## src/rtl/rf_wb_if.sv

```systemverilog
// rf_wb_if: valid/ready writeback handshake for requesters A (ALU) and B (memory load)
interface rf_wb_if #(
  parameter int DW = 32,
  parameter int AW = 5
);
  logic          a_valid;
  logic          a_ready;
  logic [AW-1:0] a_rw;
  logic [DW-1:0] a_data;
  logic          b_valid;
  logic          b_ready;
  logic [AW-1:0] b_rw;
  logic [DW-1:0] b_data;
  modport master (
    output a_valid, a_rw, a_data, b_valid, b_rw, b_data,
    input  a_ready, b_ready
  );
  modport slave (
    input  a_valid, a_rw, a_data, b_valid, b_rw, b_data,
    output a_ready, b_ready
  );
endinterface

```

## src/rtl/rf_wb_ctrl.sv

```systemverilog
// rf_wb_ctrl: register file write port, clear pass after reset then round-robin A/B writeback
module rf_wb_ctrl #(
  parameter int DW   = 32,
  parameter int NREG = 32,
  parameter int AW   = $clog2(NREG)
) (
  input  logic          clk,
  input  logic          rst,
  rf_wb_if.slave        wb,
  output logic          rf_we,
  output logic [AW-1:0] rf_rw,
  output logic [DW-1:0] rf_busw,
  output logic          init_done
);
  localparam logic [0:0] CLEAR = 1'b0;
  localparam logic [0:0] RUN   = 1'b1;
  logic [0:0]    state;
  logic [AW:0]   clr_idx;
  logic          rr_ptr;
  logic          run;
  logic          a_xfer;
  logic          b_xfer;
  logic [AW-1:0] sel_rw;
  logic [DW-1:0] sel_data;
  // rr_ptr: 0 favours A, 1 favours B when both are valid
  always_comb begin
    run        = state == RUN;
    wb.a_ready = run & wb.a_valid & (~wb.b_valid | ~rr_ptr);
    wb.b_ready = run & wb.b_valid & (~wb.a_valid | rr_ptr);
    a_xfer     = wb.a_valid & wb.a_ready;
    b_xfer     = wb.b_valid & wb.b_ready;
    sel_rw     = a_xfer ? wb.a_rw : wb.b_rw;
    sel_data   = a_xfer ? wb.a_data : wb.b_data;
  end
  always_ff @(posedge clk) begin
    if (rst) begin
      state     <= CLEAR;
      clr_idx   <= '0;
      rr_ptr    <= 1'b0;
      rf_we     <= 1'b0;
      rf_rw     <= '0;
      rf_busw   <= '0;
      init_done <= 1'b0;
    end else if (state == CLEAR) begin
      rf_we   <= 1'b1;
      rf_rw   <= clr_idx[AW-1:0];
      rf_busw <= '0;
      clr_idx <= clr_idx + 1'b1;
      if (clr_idx == (AW+1)'(NREG-1)) begin
        state     <= RUN;
        init_done <= 1'b1;
      end
    end else begin
      rf_we <= (a_xfer | b_xfer) & (sel_rw != '0);
      if (a_xfer | b_xfer) rr_ptr <= a_xfer;
      // register 0 writes are swallowed: accepted but the port keeps its last index/data
      if ((a_xfer | b_xfer) & (sel_rw != '0)) begin
        rf_rw   <= sel_rw;
        rf_busw <= sel_data;
      end
    end
  end
endmodule
```

## src/flat_wrapper.sv

```systemverilog
// flat-port wrapper written by rule: the top's interface ports become plain ports
module rf_wb_ctrl_flat 
#(
  parameter int DW   = 32,
  parameter int NREG = 32,
  parameter int AW   = $clog2(NREG)
)
  (clk, rst, rf_we, rf_rw, rf_busw, init_done, wb_a_valid, wb_a_rw, wb_a_data, wb_b_valid, wb_b_rw, wb_b_data, wb_a_ready, wb_b_ready);
  rf_wb_if #(.DW(DW), .AW(AW)) wb_i ();
  input  logic clk;
  input  logic rst;
  output logic rf_we;
  output logic [AW-1:0] rf_rw;
  output logic [DW-1:0] rf_busw;
  output logic init_done;
  input wire logic [$bits(wb_i.a_valid)-1:0] wb_a_valid;
  input wire logic [$bits(wb_i.a_rw)-1:0] wb_a_rw;
  input wire logic [$bits(wb_i.a_data)-1:0] wb_a_data;
  input wire logic [$bits(wb_i.b_valid)-1:0] wb_b_valid;
  input wire logic [$bits(wb_i.b_rw)-1:0] wb_b_rw;
  input wire logic [$bits(wb_i.b_data)-1:0] wb_b_data;
  output wire logic [$bits(wb_i.a_ready)-1:0] wb_a_ready;
  output wire logic [$bits(wb_i.b_ready)-1:0] wb_b_ready;
  assign wb_i.a_valid = wb_a_valid;
  assign wb_i.a_rw = wb_a_rw;
  assign wb_i.a_data = wb_a_data;
  assign wb_i.b_valid = wb_b_valid;
  assign wb_i.b_rw = wb_b_rw;
  assign wb_i.b_data = wb_b_data;
  assign wb_a_ready = wb_i.a_ready;
  assign wb_b_ready = wb_i.b_ready;
  rf_wb_ctrl #(.DW(DW), .NREG(NREG), .AW(AW)) u_core (.clk(clk), .rst(rst), .wb(wb_i), .rf_we(rf_we), .rf_rw(rf_rw), .rf_busw(rf_busw), .init_done(init_done));
endmodule
```

## config.mk

```make
export PLATFORM = sky130hd
export DESIGN_NAME = rf_wb_ctrl_flat
export DESIGN_NICKNAME = d
export VERILOG_FILES = /design/src/rtl/rf_wb_if.sv /design/src/rtl/rf_wb_ctrl.sv /design/src/flat_wrapper.sv
export SDC_FILE = /design/constraint.sdc
export NUM_CORES = 1
export LEC_CHECK = 0
export CAP_MARGIN = 25
export CORE_MARGIN = 1
export CORE_UTILIZATION = 41
export CTS_CLUSTER_DIAMETER = 60
export CTS_CLUSTER_SIZE = 24
export DETAILED_ROUTE_END_ITERATION = 7
export GPL_ROUTABILITY_DRIVEN = 0
export PLACE_DENSITY = 0.84
export SLEW_MARGIN = 15
export SYNTH_ARGS = -nofsm -noshare
export SYNTH_HDL_FRONTEND = slang
export SYNTH_SLANG_ARGS = --single-unit
```

## constraint.sdc

```tcl
create_clock -name clk -period 2.9 [get_ports clk]
set_input_delay 0.87 -clock clk [delete_from_list [all_inputs] [get_ports clk]]
set_output_delay 0.87 -clock clk [all_outputs]
set_load 0.005 [all_outputs]
```

==> reports/results.ini, run 1 <==
[clocking]
htreeDepth = 2
clockBufferDepth = 2
cts_setup_buffers = 0
clock_latency_ns = 0.29
cts-buffers-inserted = 5
cts.sinks = 47
clkTransAtPathRegs_ns = 0.08
tritoncts = built
cts-root-buf = clkbuf_8

[outcome]
status = complete, no violations

[synth]
synth_top_area_share_pct = 37.6
yosysTopAreaCell = dfxtp_1
synthArstFlopShare_pct = 0
yosysWarnings = 0
synth_nets = 339
synth_edf_count = 0
syn_inst = 260
seq_area_frac_synth_pct = 37.6
synth_area_per_cell_um2 = 9.61
syn-cell-area_um2 = 2500
synthTopCellsByArea = dfxtp_1 (38%), a211oi_2 (15%), mux2i_1 (13%)
yosysUniqueCellTypes = 32
yosys_most_used_dff = dfxtp_1
yosys_register_bits = 47

[final_layout]
layout.cells.most_common = clkdlybuf4s50_1
layout.nets = 455
n_fill_cell = 498
antenna_cells = 0
regArea_um2 = 941
layout_common_cells = clkdlybuf4s50_1 (116), dfxtp_1 (47), nor3_1 (36)
drive_gt1_share_pct = 16.0
multiInputGateArea_um2 = 1440
area_delta_synth_final_pct = 55.5

[floorplan]
fp.dieArea_um2 = 6410
die_x_um = 80.1
io_pins = 119
die_h_um = 80.1
core_um2 = 5890
initial_core_util_pct = 42.5
num_rows = 28

[power]
clkPwrFrac_pct = 31.8
p_int_w = 0.000959
ir_worst_vdd_v = 0.000164
p_leak_nw = 1.51
p_switching_w = 0.000256
p_sw_share_pct = 21.1
power_frac_seq_pct = 54.0
pwr-share-comb_pct = 14.2
power.density_nw_per_um2 = 313

[detailed_routing]
wire_per_inst_um = 14.6
ant_nets = 0
drc = 0
drt_iter0_markers = 50
vias_per_cell = 5.43
vias = 2447
drt-total-wl_mm = 6.61
drt_pre_antenna_iters = 4

[sta]
drv_slew = 0
finalHoldViolations = 0
finalSetupViolations = 0
clock_skew_ns = 0.00297
hold_slack_ns = 0.487
setup_slack_ns = 0.0955
slew_headroom_pct = 60.4
rsz0062_at_grt = false
min_period_ns = 2.80
fin_crit_sh_pct = 96.7
worst_slew_pin_slew_ns = 0.594
max_freq_mhz = 357

[placed_design]
io_buffers = 118
place_ws_ns = -0.191
hpwl_mm = 4.87

[setup_path]
cp.required_ns = 2.03
crit_path_end_kind = primary output
cp-start-kind = input port
critical_path_class = in -> out
arrival_ns = 1.93
crit_fanout = 5

[job]
max_cap_violations = 0

[global_routing]
overflow = 0
grt_pass1_wl_mm = 10.2
grt_pass1_vias = 2297
antenna_found_initial = 0
grt_max_degree = 38
track_usage_pct = 20.4

[hold_path]
hp-class = reg -> reg

[kinds of logic (layout without fill, tap and decap cells)]
group           count (synthesis)  in the layout  synth area share, %
fa+ha+maj                       1              1                0.500
flops                          47             47                 37.6
mux                            33             33                 13.2
simple gates                   89             89                 18.8
buf+inv                        27            143                 5.76
compound gates                 60             60                 23.1
xor+xnor                        3              3                 1.05
[registers in the layout, summed over array words and instances, names as in the netlist]
name / count
u_core.clr_idx: 6
u_core.rf_busw: 32
u_core.init_done: 1
u_core.run: 1
u_core.rf_rw: 5
u_core.rr_ptr: 1
u_core.rf_we: 1
[power by group through the flow]
stage          sequential [W]  combinational, W  clock (W)
2_1_floorplan        0.000671         0.0000408          0
4_1_cts              0.000657          0.000173   0.000400
5_1_grt              0.000658          0.000186   0.000425
3_5_place_dp         0.000672          0.000173          0
6_report             0.000656          0.000172   0.000387
3_3_place_gp         0.000672          0.000170          0
[worst max-delay path: stages]
cell and delay (ns):
dlygate4sd2_1 0.27, nor2b_1 0.16, nor2_2 0.12, clkdlybuf4s50_1 0.52
[layer usage]
layer | vias up | GRT usage [%] | part of all wire (%)
met1 | 1139 | 23.4 | 42
li1 | 1209 | - | -
met3 | 7 | 4.20 | 6.8
met2 | 92 | 37.6 | 50
met5 | - | 0 | 0
met4 | 0 | 6.25 | 1.2
[path summary, 6_finish.rpt]
kind                            startpoint                             to  slack (ns)  cells after the start
min          u_core.init_done$_SDFFE_PP0P_  u_core.init_done$_SDFFE_PP0P_        0.49                      2
min reg2reg  u_core.init_done$_SDFFE_PP0P_  u_core.init_done$_SDFFE_PP0P_        0.49                      2
max                             wb_a_valid                     wb_b_ready         0.1                      4
max reg2reg          u_core.run$_SDFF_PP0_   u_core.rf_rw[0]$_SDFFE_PP0P_        1.21                      5
[through the flow]
| stage | cells | utilization [%] | setup TNS, ns | total power, W | instance area [um^2] |
|---|---|---|---|---|---|
| 6_report | 451 | 66.1 | 0 | 0.00122 | 3890 |
| 5_1_grt | 451 | 66.1 | 0 | 0.00127 | 3890 |
| 4_1_cts | 451 | 66.1 | 0 | 0.00123 | 3890 |
| 3_5_place_dp | 444 | 64.5 | -0.348 | 0.000845 | 3800 |
| 3_3_place_gp | 444 | 64.5 | -0.321 | 0.000842 | 3800 |
| 2_1_floorplan | 260 | - | 0 | 0.000712 | 2500 |
[what timing repair did]
action	in CTS	in global routing
endpoints found under the setup margin	2	0
resized for setup	4	0
hold buffers	0	0
[area by class of cell]
type | instances | share of cell area, %
well taps | 75 | 2.41
flip-flops and latches | 47 | 24.2
repair buffers | 133 | 33.9
clock buffers | 6 | 2.12
inverters | 3 | 0.290
clock inverters | 1 | 0.129
multi-input cells | 186 | 37.0
[cell usage after synthesis, types with 3 or more instances]
cell type and instances:
dfxtp_1 47, clkbuf_1 14, a21oi_1 10, nor3_1 36, and3_1 4, mux2i_1 33, inv_1 3, o21ai_0 5
and2_1 6, nand2_1 7, a211oi_2 30, nor2_1 13, a211oi_1 3, or4_1 8, nor4_1 3, buf_2 4
nor2b_1 4, buf_6 5, a311oi_1 8
No activity file was read; power rests on OpenSTA's default activity.
==> run 2, diff against run 1 <==
Settings changed: ABC_AREA set to 0, CORE_MARGIN 1 to unset.
Clock period 2.9 ns to 2.62 ns, I/O delays scaled along.
==> run 2 against run 1 <==
Global-route usage grew 0.92 points. Sequential share of layout area shrank 0.15 points. Hold slack lost 0.0052 ns. Routed wire length grew 4.4%. Design area grew 0.61%. Core utilization grew 0.40 points. Clock-buffer cell count grew 1. Worst setup slack gained 0.0028 ns. Via count grew 0.57%. Register-to-register slack lost 0.27 ns. Combinational power grew 14%. First-iteration DRC count grew 34%. Highest routed layer unchanged.
==> reports/results.ini, run 2 (same netlist as run 1, synthesis figures left out) <==
[detailed_routing]
drt_pre_antenna_iters = 4  ; unchanged
vias = 2461  ; was 2447
drt_iter0_markers = 67  ; was 50
drc = 0  ; unchanged
drt-total-wl_mm = 6.90  ; was 6.61 mm
ant_nets = 0  ; unchanged
wire_per_inst_um = 15.1  ; was 14.6 um
vias_per_cell = 5.40  ; was 5.43

[setup_path]
crit_path_end_kind = register  ; was primary output
cp-start-kind = input port  ; unchanged
cp.required_ns = 2.83  ; was 2.03 ns
crit_fanout = 32  ; was 5
arrival_ns = 2.73  ; was 1.93 ns
critical_path_class = in -> reg  ; was in -> out

[final_layout]
largest_reg_flops = 32  ; unchanged
reg_top3 = u_core.rf_busw x32, u_core.clr_idx x6, u_core.rf_rw x5  ; unchanged
area_delta_synth_final_pct = 56.5  ; was 55.5%
n_fill_cell = 471  ; was 498
utilization_pct = 66.5  ; was 66.1%
multiInputGateArea_um2 = 1440  ; about the same
antenna_cells = 0  ; unchanged
regArea_um2 = 941  ; unchanged
top_register = u_core.rf_busw  ; unchanged
layout_common_cells = clkdlybuf4s50_1 (114), dfxtp_1 (47), nor3_1 (36)  ; was clkdlybuf4s50_1 (116), dfxtp_1 (47), nor3_1 (36)
layout.cells.most_common = clkdlybuf4s50_1  ; unchanged
drive_gt1_share_pct = 17.1  ; was 16.0%
layout.nets = 459  ; was 455

[clocking]
tritoncts = built  ; unchanged
clock_latency_ns = 0.29  ; about the same
clkTransAtPathRegs_ns = 0.09  ; was 0.08 ns
cts-root-buf = clkbuf_8  ; unchanged
postCtsHoldBufs = 0  ; unchanged
htreeDepth = 2  ; unchanged
cts.sinks = 47  ; unchanged
clockBufferDepth = 2  ; unchanged
cts_setup_buffers = 0  ; unchanged
cts-buffers-inserted = 5  ; unchanged

[power]
ir_worst_vdd_v = 0.000193  ; was 0.000164 V
power.density_nw_per_um2 = 343  ; was 313 nW/um^2
p_leak_nw = 1.55  ; was 1.51 nW

[job]
max_cap_violations = 0  ; unchanged

[sta]
slew_headroom_pct = 60.8  ; was 60.4%
drv_slew = 0  ; unchanged
setup_slack_ns = 0.0983  ; was 0.0955 ns
clock_skew_ns = 0.00563  ; was 0.00297 ns
min_period_ns = 2.52
finalHoldViolations = 0  ; unchanged
worst_slew_pin_slew_ns = 0.588  ; was 0.594 ns
hold_slack_ns = 0.482  ; was 0.487 ns
fin_crit_sh_pct = 96.2
max_freq_mhz = 397
finalSetupViolations = 0  ; unchanged
rsz0062_at_grt = false  ; unchanged

[outcome]
status = complete, no violations  ; unchanged

[global_routing]
antenna_found_initial = 0  ; unchanged
grt_max_degree = 38  ; unchanged
overflow = 0  ; unchanged
grt_pass1_wl_mm = 10.7  ; was 10.2 mm
grt_pass1_vias = 2303  ; was 2297
track_usage_pct = 21.3  ; was 20.4%

[floorplan]
io_pins = 119  ; unchanged
die_h_um = 80.1  ; unchanged
fp.dieArea_um2 = 6410  ; unchanged
initial_core_util_pct = 42.5  ; unchanged
die_x_um = 80.1  ; unchanged
core_um2 = 5890  ; unchanged
num_rows = 28  ; unchanged

[placed_design]
hpwl_mm = 5.18  ; was 4.87 mm
place_ws_ns = -0.306  ; was -0.191 ns
io_buffers = 118  ; unchanged

[hold_path]
hp-class = reg -> reg  ; unchanged

[run 2: layer usage]
| layer | vias up | part of all wire [%] | routed length (um) | track usage, % |
|---|---|---|---|---|
| li1 | 1217 | - | - | - |
| met1 | 1137 | 40 | 2760 | 24.8 |
| met2 | 99 | 51 | 3490 | 38.5 |
| met3 | 8 | 8.4 | 577 | 5.45 |
| met4 | 0 | 1.1 | 75 | 5.54 |
| met5 | - | 0 | 0 | 0 |
[run 2: repair_timing]
action | 4_1_cts | 5_1_grt
gates resized for setup | 6 | 3
setup endpoints to repair | 2 | 1
cloned | 0 | 0
[run 2: path summary, 6_finish.rpt]
kind / start / end / slack [ns] / cells after the start
worst max register to register: u_core.rr_ptr$_SDFFE_PP0P_ / u_core.rf_rw[2]$_SDFFE_PP0P_ / 0.94 / 5
worst min register to register: u_core.init_done$_SDFFE_PP0P_ / u_core.init_done$_SDFFE_PP0P_ / 0.48 / 2
worst min-delay path: u_core.init_done$_SDFFE_PP0P_ / u_core.init_done$_SDFFE_PP0P_ / 0.48 / 2
worst max-delay path: wb_a_rw[3] / u_core.rf_busw[26]$_SDFFE_PP0P_ / 0.1 / 6
[run 2: stage by stage]
step / total power, W / instances / setup TNS [ns] / area [um^2]
after global placement: 0.000936 / 448 / -4.24 / 3830
final: 0.00134 / 456 / 0 / 3910
after floorplan: 0.000788 / 260 / 0 / 2500
after global routing: 0.00140 / 456 / 0 / 3910
after detailed placement: 0.000941 / 448 / -5.93 / 3830
after CTS: 0.00135 / 456 / 0 / 3910
[run 2: area by class of cell]
class,count,area share [%]
Multi-Input combinational cell,186,36.8
Inverter,3,0.288
Timing Repair Buffer,137,34.4
Tap cell,75,2.40
Clock buffer,7,1.95
Sequential cell,47,24.1
Clock inverter,1,0.128
[run 2: critical path, stage by stage]
cell and delay (ns):
clkdlybuf4s50_1 0.42, or4_1 0.57, o211a_1 0.24, or2_2 0.30, buf_12 0.19, a211oi_2 0.20
[run 2: power breakdown]
part	total (W)	internal [W]	leakage (nW)	switching (W)
logic	0.000196	0.000137	1.12	0.0000590
registers	0.000727	0.000721	0.380	0.00000618
clock network	0.000418	0.000188	0.0422	0.000230
total	0.00134	0.00105	1.55	0.000295
==> run 3, diff against run 2 <==
Clock period 2.62 ns to 2.5 ns, I/O delays scaled along.
==> run 3 against run 2 <==
Sequential power is 4.8% higher. Hold slack better by 0.0088 ns. Via count is 2.0% higher. Critical path depth stayed put. Die area stayed put. Routed wire length is 4.4% higher. Highest routed layer unchanged. Global-route usage is 0.36 points higher. Worst setup slack worse by 0.0095 ns. Core utilization is 2.0 points higher.
==> reports/results.ini, run 3 (same netlist as run 1, synthesis figures left out) <==
[setup_path]
cp.required_ns = 2.71  ; was 2.83 ns
cp-start-kind = input port  ; unchanged
arrival_ns = 2.63  ; was 2.73 ns
critical_path_class = in -> reg  ; unchanged
crit_path_end_kind = register  ; unchanged
crit_fanout = 8  ; was 32

[placed_design]
dpl-instance-area_um2 = 3850  ; was 3830 um^2
place_ws_ns = -0.326  ; was -0.306 ns
hpwl_mm = 5.32  ; was 5.18 mm
io_buffers = 118  ; unchanged

[clocking]
cts-root-buf = clkbuf_8  ; unchanged
tritoncts = built  ; unchanged
cts.sinks = 47  ; unchanged
postCtsHoldBufs = 0  ; unchanged
cts_setup_buffers = 0  ; unchanged
clockBufferDepth = 2  ; unchanged
clock_latency_ns = 0.29  ; about the same
htreeDepth = 2  ; unchanged
clkTransAtPathRegs_ns = 0.08  ; was 0.09 ns
cts-buffers-inserted = 5  ; unchanged

[final_layout]
area_delta_synth_final_pct = 61.1  ; was 56.5%
largest_reg_flops = 32  ; unchanged
drive_gt1_share_pct = 18.4  ; was 17.1%
final_area_um2 = 4030  ; was 3910 um^2
utilization_pct = 68.4  ; was 66.5%
n_fill_cell = 494  ; was 471
reg_top3 = u_core.rf_busw x32, u_core.clr_idx x6, u_core.rf_rw x5  ; unchanged
regArea_um2 = 941  ; unchanged
multiInputGateArea_um2 = 1440  ; about the same
layout.nets = 464  ; was 459
layout.cells.most_common = clkdlybuf4s50_1  ; unchanged
top_register = u_core.rf_busw  ; unchanged
layout_common_cells = clkdlybuf4s50_1 (114), dfxtp_1 (47), nor3_1 (36)  ; unchanged
antenna_cells = 0  ; unchanged

[floorplan]
die_x_um = 80.1  ; unchanged
initial_core_util_pct = 42.5  ; unchanged
fp.dieArea_um2 = 6410  ; unchanged
core_um2 = 5890  ; unchanged
io_pins = 119  ; unchanged
die_h_um = 80.1  ; unchanged
num_rows = 28  ; unchanged

[detailed_routing]
vias = 2510  ; was 2461
wl_met1_mm = 2.95  ; was 2.76 mm
dr_wl_met2_mm = 3.63  ; was 3.49 mm
ant_nets = 0  ; unchanged
drt_pre_antenna_iters = 4  ; unchanged
drc = 0  ; unchanged
drt-total-wl_mm = 7.20  ; was 6.90 mm
vias_per_cell = 5.44  ; was 5.40
highest_layer = met4  ; unchanged
drt_iter0_markers = 92  ; was 67
routed-wl-met3_um = 526  ; was 577 um
wire_per_inst_um = 15.6  ; was 15.1 um

[sta]
fin_crit_sh_pct = 96.4
min_period_ns = 2.41
finalHoldViolations = 0  ; unchanged
rsz0062_at_grt = false  ; unchanged
setup_slack_ns = 0.0888  ; was 0.0983 ns
drv_slew = 0  ; unchanged
clock_skew_ns = 0.00732  ; was 0.00563 ns
slew_headroom_pct = 71.0  ; was 60.8%
worst_slew_pin_slew_ns = 0.434  ; was 0.588 ns
finalSetupViolations = 0  ; unchanged
setup_tns_ns = 0  ; unchanged
max_freq_mhz = 415

[power]
clkPwrFrac_pct = 39.9  ; was 31.2%
finalPower_w = 0.00161  ; was 0.00134 W
power_frac_seq_pct = 47.2  ; was 54.2%
p_sw_share_pct = 19.4  ; was 22.0%
p_int_w = 0.00130  ; was 0.00105 W
pwr-share-comb_pct = 12.9  ; was 14.6%
p_switching_w = 0.000313  ; was 0.000295 W
power.density_nw_per_um2 = 401  ; was 343 nW/um^2
p_leak_nw = 1.59  ; was 1.55 nW
ir_worst_vdd_v = 0.000313  ; was 0.000193 V

[global_routing]
grt_max_degree = 34  ; was 38
antenna_found_initial = 0  ; unchanged
overflow = 0  ; unchanged
grt_pass1_wl_mm = 11.0  ; was 10.7 mm
grt_pass1_vias = 2425  ; was 2303
track_usage_pct = 21.7  ; was 21.3%

[job]
max_cap_violations = 0  ; unchanged

[outcome]
status = complete, no violations  ; unchanged

[hold_path]
hp-class = reg -> reg  ; unchanged

==> run 3: path summary, 6_finish.rpt <==
check | cells past startpoint | end | slack [ns] | startpoint
min | 2 | u_core.init_done$_SDFFE_PP0P_ | 0.49 | u_core.init_done$_SDFFE_PP0P_
max | 6 | u_core.rf_busw[7]$_SDFFE_PP0P_ | 0.09 | wb_a_rw[3]
min reg2reg | 2 | u_core.init_done$_SDFFE_PP0P_ | 0.49 | u_core.init_done$_SDFFE_PP0P_
max reg2reg | 6 | u_core.rf_busw[6]$_SDFFE_PP0P_ | 0.70 | u_core.rr_ptr$_SDFFE_PP0P_
==> run 3: what timing repair did <==
item	CTS	global route
gates cloned	0	2
gates resized for setup	8	2
endpoints found under the setup margin	2	31
==> run 3: power by group through the flow <==
| stage | sequential (W) | combinational, W | clock, W |
|---|---|---|---|
| after detailed placement | 0.000780 | 0.000207 | 0 |
| after CTS | 0.000762 | 0.000208 | 0.000660 |
| final | 0.000762 | 0.000208 | 0.000644 |
| after global placement | 0.000779 | 0.000203 | 0 |
| after floorplan | 0.000779 | 0.0000474 | 0 |
| after global routing | 0.000763 | 0.000225 | 0.000698 |
==> run 3: per-stage QoR <==
stage	std cells	hold slack [ns]
after global routing	461	0.539
after detailed placement	451	0.481
after global placement	451	0.462
final	461	0.491
after CTS	459	0.493
after floorplan	260	0.453
==> run 3: cell type report <==
type	instances	area share [%]
clock buffers	6	1.80
clock inverters	2	1.49
inverters	3	0.280
multi-input cells	186	35.8
flip-flops and latches	47	23.4
well taps	75	2.33
repair buffers	142	34.9
==> run 3: per-layer routing <==
| metal | track usage [%] | up-vias |
|---|---|---|
| met3 | 4.66 | 10 |
| met4 | 6.96 | 0 |
| met5 | 0 | - |
| met2 | 39.1 | 94 |
| met1 | 25.4 | 1174 |
| li1 | - | 1232 |
==> run 3: worst max-delay path: stages <==
cell and delay (ns):
clkdlybuf4s50_1 0.44, or4_4 0.56, o211a_1 0.24, or2_4 0.27, clkbuf_16 0.18, a211oi_2 0.17
